`config.mk`:
```
export PLATFORM = sky130hd
export DESIGN_NAME = cache_miss_controller
export DESIGN_NICKNAME = d
export VERILOG_FILES = /design/src/rtl/cache_miss_controller.sv
export SDC_FILE = /design/constraint.sdc
export NUM_CORES = 1
export LEC_CHECK = 0
export CAP_MARGIN = 5
export CORE_AREA = 2 2 39 41
export DETAILED_ROUTE_END_ITERATION = 12
export DIE_AREA = 0 0 41 43
export PLACE_DENSITY = 0.66
export SYNTH_ARGS = -nofsm -noshare
export SYNTH_HDL_FRONTEND = slang
export SYNTH_SLANG_ARGS = --single-unit
```
`constraint.sdc`:
```
create_clock -name clk -period 1.9 [get_ports clk]
set_input_delay 0.38 -clock clk [delete_from_list [all_inputs] [get_ports clk]]
set_output_delay 0.38 -clock clk [all_outputs]
set_load 0.1 [all_outputs]
```
`src/rtl/cache_miss_controller.sv`:
```
`default_nettype none
// ============================================================================
// Module   : cache_miss_controller
// Brief    : Miss sequencer for a direct-mapped write-back write-allocate
//            data cache. Optional perf counters: define CACHE_PERF_CNT_EN.
// Revision : 1.0 - initial release
// ============================================================================
module cache_miss_controller #(
  parameter int MEM_LATENCY = 4,
  parameter int CNT_W       = 32
) (
  input  logic clk,
  input  logic rst_b,
  input  logic req_valid,
  input  logic req_write,
  input  logic hit,
  input  logic dirty,
  output logic stall,
  output logic cache_we,
  output logic cache_fill_sel,
  output logic dirty_wr,
  output logic mem_addr_sel,
  output logic mem_write_en,
  output logic reg_write_enable
`ifdef CACHE_PERF_CNT_EN
  ,
  output logic [CNT_W-1:0] hit_count,
  output logic [CNT_W-1:0] miss_count
`endif
);

  localparam int CW = $clog2(MEM_LATENCY + 1);
  localparam logic [CW-1:0] c_LAST = CW'(MEM_LATENCY - 1);

  typedef enum logic [1:0] {
    S_IDLE   = 2'd0,
    S_WB     = 2'd1,
    S_REFILL = 2'd2,
    S_FILL   = 2'd3
  } state_t;

  state_t          r_state, w_next_state;
  logic [CW-1:0]   r_cnt, w_cnt_nxt;

  if (MEM_LATENCY < 1 || CNT_W < 1) begin : g_param_check
    $error("cache_miss_controller: MEM_LATENCY and CNT_W must be >= 1");
  end

  always_ff @(posedge clk) begin
    if (rst_b) begin
      r_state <= S_IDLE;
      r_cnt   <= '0;
    end else begin
      r_state <= w_next_state;
      r_cnt   <= w_cnt_nxt;
    end
  end

  always_comb begin
    w_next_state     = r_state;
    w_cnt_nxt        = r_cnt;
    stall            = 1'b0;
    cache_we         = 1'b0;
    cache_fill_sel   = 1'b0;
    dirty_wr         = 1'b0;
    mem_addr_sel     = 1'b0;
    mem_write_en     = 1'b0;
    reg_write_enable = 1'b0;
    unique case (r_state)
      S_IDLE: begin
        if (req_valid) begin
          if (hit) begin
            if (req_write) begin
              cache_we = 1'b1;
              dirty_wr = 1'b1;
            end else begin
              reg_write_enable = 1'b1;
            end
          end else begin
            stall        = 1'b1;
            w_cnt_nxt    = '0;
            w_next_state = dirty ? S_WB : S_REFILL;
          end
        end
      end
      S_WB: begin
        stall        = 1'b1;
        mem_addr_sel = 1'b1;
        mem_write_en = 1'b1;
        if (r_cnt == c_LAST) begin
          w_next_state = S_REFILL;
          w_cnt_nxt    = '0;
        end else begin
          w_cnt_nxt = r_cnt + CW'(1);
        end
      end
      S_REFILL: begin
        stall = 1'b1;
        if (r_cnt == c_LAST) begin
          w_next_state = S_FILL;
          w_cnt_nxt    = '0;
        end else begin
          w_cnt_nxt = r_cnt + CW'(1);
        end
      end
      S_FILL: begin
        stall          = 1'b1;
        cache_we       = 1'b1;
        cache_fill_sel = 1'b1;
        w_next_state   = S_IDLE;
      end
      default: w_next_state = S_IDLE;
    endcase
  end

`ifdef CACHE_PERF_CNT_EN
  // A miss is counted on the IDLE cycle that leaves IDLE, a hit on each accepted hit.
  always_ff @(posedge clk) begin
    if (rst_b) begin
      hit_count  <= '0;
      miss_count <= '0;
    end else begin
      if (r_state == S_IDLE && req_valid && hit && !stall)
        hit_count <= hit_count + CNT_W'(1);
      if (r_state == S_IDLE && w_next_state != S_IDLE)
        miss_count <= miss_count + CNT_W'(1);
    end
  end
`endif

endmodule
`default_nettype wire

```
==> impl_metrics.env, run 1 <==
export IMPL_status="complete, no violations"
export IMPL_dp_cells=73
export IMPL_dr_total_vias=366
export IMPL_die_h_um=43
export IMPL_cts_sinks=5
export IMPL_grt_max_degree=10
export IMPL_cp_top_family="flip-flops"
export IMPL_yosysWarnings=0
export IMPL_io_buffers=12
export IMPL_area_growth_pct=64.6
export IMPL_post_dp_cell_area_um2=663
export IMPL_skew_ns=0.00160
export IMPL_layout_cells_non_filler=78
export IMPL_die_w_um=41
export IMPL_netSwitchingFraction_pct=50.7
export IMPL_fmax_ghz=0.543
export IMPL_nets=75
export IMPL_grt_pass1_vias=354
export IMPL_yosysUniqueCellTypes=20
export IMPL_fin_crit_sh_pct=97.0
export IMPL_path_class="flip-flop to output port"
export IMPL_cts_tree="yes"
export IMPL_worstPathRequired_ns=1.52
export IMPL_hold_buffers=0
export IMPL_pwr_share_comb_pct=77.8
export IMPL_viasPerCell=4.69
export IMPL_p_leak_nw=0.292
export IMPL_num_antenna_cells=0
export IMPL_drc_errors=0
export IMPL_finalMaxSlewViolations=0
export IMPL_first_pass_iters=2
export IMPL_worst_slack_ns=0.0573
export IMPL_io_pins=13
export IMPL_drv_cap=0
export IMPL_grt_total_usage_pct=12.6
export IMPL_synth_area_top_cells="dfxtp_1 23%, ha_1 18%, nand2b_1 12%"
export IMPL_slew_headroom_pct=83.2
export IMPL_path_clk_slew_ns=0.05
export IMPL_ys_seq_area_share_pct=23.4
export IMPL_cp_arrival_ns=1.46
export IMPL_coreArea_um2=1380
export IMPL_synth_top_family_by_area="simple AND/OR/NAND/NOR gates"
export IMPL_syn_avg_cell_area_um2=9.73
export IMPL_seqCellArea_um2=103
export IMPL_final_area_um2=704
export IMPL_final_core_util_pct=50.9
export IMPL_grt_pass1_wl_um=1500
export IMPL_drtIter0Drc=3
export IMPL_synth_compound_area_share_pct=14.9
export IMPL_clock_path_buffers=2
export IMPL_muxShareOfSynthArea_pct=12.9
export IMPL_place_congestion=0.727
export IMPL_ys_flop_type="dfxtp_1"
export IMPL_syn_cell_area_um2=428
export IMPL_cts_made_buffers=3
export IMPL_pwr_share_clk_pct=10.1
export IMPL_clock_latency_ns=0.24
export IMPL_crit_slowest_cell="dfxtp_2"
export IMPL_antenna_found_initial=0
export IMPL_post_place_ws_ns=0.0695
export IMPL_powerDensity_nw_per_um2=1790
export IMPL_period_minus_slack_ns=1.84
export IMPL_drive_gt1_share_pct=46.8
export IMPL_peakVddDrop_mv=0.642
export IMPL_finalHoldViolCount=0
export IMPL_synthCells=44
export IMPL_internal_power_mw=0.621
export IMPL_power_mw=1.26
export IMPL_startpoint_type="flip-flop"
export IMPL_dp_hpwl_um=714
export IMPL_synthArstFlopShare_pct=0
export IMPL_power_switching_mw=0.639
export IMPL_yosysTopAreaCellShare_pct=23.4
export IMPL_yosys_area_share_xor_xnor_pct=0
export IMPL_synth_adder_area_share_pct=17.5
export IMPL_fp_row_count=14
export IMPL_drtAntennaViolNets=0
export IMPL_cts_root_buf="clkbuf_4"
export IMPL_grt_ovfl_total=0
export IMPL_power_frac_seq_pct=12.1
export IMPL_fillers=131
export IMPL_end_kind="output port"
export IMPL_crit_path_max_incr_delay_ns=0.34
export IMPL_setup_viol=0
export IMPL_initial_core_util_pct=30.9
export IMPL_worst_pin_slew_ns=0.252
export IMPL_synth_largest_area_cell="dfxtp_1"
export IMPL_yosys_area_share_simple_pct=26.9
export IMPL_wirelength_um=908
export IMPL_htree_levels=1
export IMPL_synth_nets=56
export IMPL_critPathMaxFanout=4
export IMPL_synth_seq_cells=5
export IMPL_hp_class="flip-flop to flip-flop"
export IMPL_synth_edf_count=0
export IMPL_dieArea_um2=1760
export IMPL_path_cells="inv_2, ha_2, and4_2, o21ba_4, buf_12"
export IMPL_wl_per_cell_um=11.6
export IMPL_path_buf_inv=2
export IMPL_multiInputGateArea_um2=332
-- power by group through the flow --
stage | sequential, mW | clock [mW] | combinational (mW)
final | 0.152 | 0.127 | 0.980
after global routing | 0.157 | 0.135 | 1.03
after floorplan | 0.150 | 0 | 0.689
after detailed placement | 0.157 | 0 | 0.942
after global placement | 0.155 | 0 | 0.934
after CTS | 0.158 | 0.130 | 0.960
-- metrics by stage --
step | hold slack, ns | setup TNS, ns
detailed placement | 0.441 | 0
finish | 0.456 | 0
global placement | 0.431 | 0
global route | 0.472 | -0.000618
CTS | 0.461 | 0
floorplan | 0.421 | -0.103
-- registers in the layout, summed over array words and instances (netlist names) --
register  flops
r_cnt         3
r_state       2
-- timing repair --
action / in CTS / in global routing
gates resized for setup: 4 / 1
setup endpoints to repair: 3 / 1
setup buffers: 0 / 1
-- area by class of cell --
class / instances / share of cell area, %
timing repair buffer: 15 / 30.2
clock buffer: 4 / 3.73
tap: 16 / 2.84
multi-input combinational: 35 / 47.1
sequential: 5 / 14.6
inverter: 3 / 1.60
-- cells by family after synthesis --
kind of cell / after synthesis
fa+ha+maj: 6
mux: 5
compound gates: 6
flops: 5
buf+inv: 4
simple gates: 18
-- layout by cell type, fill, tap and decap left out --
master,instances
nand3_1,1
a21oi_1,1
clkbuf_1,1
nand2b_1,8
mux2i_1,4
clkdlybuf4s50_1,5
buf_4,3
ha_2,4
a21oi_2,1
nand4b_1,1
dfxtp_2,2
dfxtp_1,3
and2b_2,1
inv_1,2
a221oi_4,1
inv_2,1
mux2_4,1
clkbuf_4,3
and4_2,1
buf_12,7
ha_1,2
nor2_1,4
o21ai_2,1
o21ba_4,1
and4b_2,1
a211o_1,1
or2_4,1
-- final timing paths --
kind,slack (ns),end,cells after the start,start
max,0.06,cache_we,5,r_state[0]
max reg2reg,0.26,r_state[0],5,r_state[1]
min,0.46,r_cnt[2],2,r_cnt[2]
min reg2reg,0.46,r_cnt[2],2,r_cnt[2]
-- per-layer routing --
metal | global-route usage, % | wire length (µm) | up-vias | part of all wire [%]
met4 | 8.00 | 23 | 0 | 2.5
li1 | - | - | 189 | -
met5 | 0 | 0 | - | 0
met2 | 18.4 | 420 | 14 | 46
met3 | 3.66 | 55 | 4 | 6.1
met1 | 15.3 | 409 | 159 | 45
-- Yosys cell counts, types with 3 or more instances --
library cell and n:
dfxtp_1 5, ha_1 6, nor2_1 4, inv_1 3, nand2b_1 8, mux2i_1 4
-- worst min-delay path, cell delays in order, from the launching register on --
cell and delay, ns:
dfxtp_1 0.31, nand2b_1 0.06, a21oi_1 0.04
Note: power is estimated with default switching activity, not from simulation.
==> run 2, diff against run 1 <==
HOLD_SLACK_MARGIN = 0.1   (was unset)
==> results of run 2 <==
Same layout as run 1: the final DEF is identical, and so are final timing and power.
==> run 3, diff against run 2 <==
clock period = 2.2 ns   (was 1.9 ns; I/O delays follow)
==> run 3 against run 2 <==
Against the previous run: cell area fell by 6.4%; global-route usage down 0.14 points; core utilization decreased by 3.3 points; first-iteration DRC count rose by 130%; non-clock buffer count down 2; sequential share of layout area grew 0.62 points; sequential power fell by 13%; worst hold slack worse by 0.0087 ns; clock power fell by 9%; final cell count shrank 2.6%.
==> impl_metrics.env, run 3 (synthesis results as in run 1) <==
export IMPL_finalMaxSlewViolations=0
export IMPL_cts_resized=0
export IMPL_path_clk_slew_ns=0.05
export IMPL_hold_buffers=0
export IMPL_wirelength_um=851
export IMPL_nets=73
export IMPL_worstPathRequired_ns=1.76
export IMPL_dieArea_um2=1760
export IMPL_coreArea_um2=1380
export IMPL_cp_arrival_ns=1.62
export IMPL_finalHoldViolCount=0
export IMPL_io_pins=13
export IMPL_fp_row_count=14
export IMPL_grt_pass1_vias=343
export IMPL_fin_crit_sh_pct=93.7
export IMPL_startpoint_type="flip-flop"
export IMPL_clock_path_buffers=2
export IMPL_end_kind="output port"
export IMPL_grt_ovfl_total=0
export IMPL_cts_root_buf="clkbuf_4"
export IMPL_drive_gt1_share_pct=33.3
export IMPL_layout_cells_non_filler=76
export IMPL_period_minus_slack_ns=2.06
export IMPL_clock_latency_ns=0.25
export IMPL_dp_hpwl_um=670
export IMPL_peakVddDrop_mv=0.477
export IMPL_area_growth_pct=54.1
export IMPL_path_buf_inv=2
export IMPL_critPathMaxFanout=4
export IMPL_p_leak_nw=0.280
export IMPL_slew_headroom_pct=79.6
export IMPL_largest_register_ffs=3
export IMPL_dr_total_vias=359
export IMPL_initial_core_util_pct=30.9
export IMPL_reg_top3="r_cnt x3, r_state x2"
export IMPL_worst_pin_slew_ns=0.307
export IMPL_io_buffers=12
export IMPL_dp_cells=72
export IMPL_die_w_um=41
export IMPL_final_area_um2=659
export IMPL_drv_cap=0
export IMPL_fmax_ghz=0.485
export IMPL_grt_total_usage_pct=12.4
export IMPL_cp_top_family="flip-flops"
export IMPL_num_antenna_cells=0
export IMPL_die_h_um=43
export IMPL_skew_ns=0.00457
export IMPL_post_dp_cell_area_um2=633
export IMPL_setup_viol=0
export IMPL_antenna_found_initial=0
export IMPL_cts_tree="yes"
export IMPL_wl_per_cell_um=11.2
export IMPL_first_pass_iters=4
export IMPL_rsz0062_at_grt="no"
export IMPL_layout_commonest_cell="nand2b_1"
export IMPL_regMostFlops="r_cnt"
export IMPL_grt_max_degree=10
export IMPL_crit_path_max_incr_delay_ns=0.39
export IMPL_tns_ns=0
export IMPL_cts_sinks=5
export IMPL_cts_made_buffers=3
export IMPL_path_class="flip-flop to output port"
export IMPL_final_cell_mix="8 x nand2b_1, 6 x buf_12, 5 x ha_1, 5 x clkdlybuf4s50_1, 5 x dfxtp_1"
export IMPL_drtAntennaViolNets=0
export IMPL_postCtsSetupRepairBufs=0
export IMPL_grt_pass1_wl_um=1430
export IMPL_power_mw=1.03
export IMPL_powerDensity_nw_per_um2=1560
export IMPL_htree_levels=1
export IMPL_place_congestion=0.722
export IMPL_viasPerCell=4.72
export IMPL_hp_class="flip-flop to flip-flop"
export IMPL_status="complete, no violations"
export IMPL_drc_errors=0
export IMPL_drtIter0Drc=7
export IMPL_crit_slowest_cell="dfxtp_1"
export IMPL_path_cells="inv_1, ha_1, and4_2, o21ba_2, buf_12"
-- run 3: cell count changes in the layout (fill, tap and decap cells not counted), sizes merged --
cell  delta
buf      -2
-- run 3: layer usage --
| layer | track usage, % | wire, µm | vias to the layer above |
|---|---|---|---|
| met1 | 13.8 | 373 | 156 |
| met3 | 3.14 | 48 | 5 |
| met5 | 0 | 0 | - |
| met4 | 12.0 | 36 | 0 |
| li1 | - | - | 183 |
| met2 | 17.8 | 393 | 15 |
-- run 3: worst paths after layout --
check | from | slack (ns) | depth (start not counted) | end
min | r_cnt[2] | 0.45 | 2 | r_cnt[2]
max reg2reg | r_state[1] | 0.44 | 5 | r_state[0]
max | r_state[1] | 0.14 | 5 | cache_we
min reg2reg | r_cnt[2] | 0.45 | 2 | r_cnt[2]
-- run 3: final cells by class --
cell class	count	area (µm²)
Clock buffer	4	26.3
Fill cell	127	724
Inverter	3	11.3
Multi-Input combinational cell	35	317
Sequential cell	5	100
Tap cell	16	20.0
Timing Repair Buffer	13	185
-- run 3: stage by stage --
step	hold slack [ns]	utilization, %	setup WS (ns)
2_1_floorplan	0.421	-	-0.00861
3_3_place_gp	0.430	45.8	0.222
3_5_place_dp	0.440	45.8	0.191
4_1_cts	0.449	47.6	0.123
5_1_grt	0.497	47.6	0.0654
6_report	0.447	47.6	0.140
-- run 3: worst reg2reg max path, delay by kind of cell (launching register included) --
kind	cells	cell delay (ns)
buf+inv	1	0.10
fa+ha+maj	1	0.27
mux	1	0.32
compound gates	1	0.30
flops	1	0.39
simple gates	1	0.27
-- run 3: report_power, final --
group / internal (mW) / total (mW) / switching (mW)
clock network: 0.0692 / 0.116 / 0.0470
logic: 0.309 / 0.780 / 0.471
registers: 0.112 / 0.133 / 0.0209
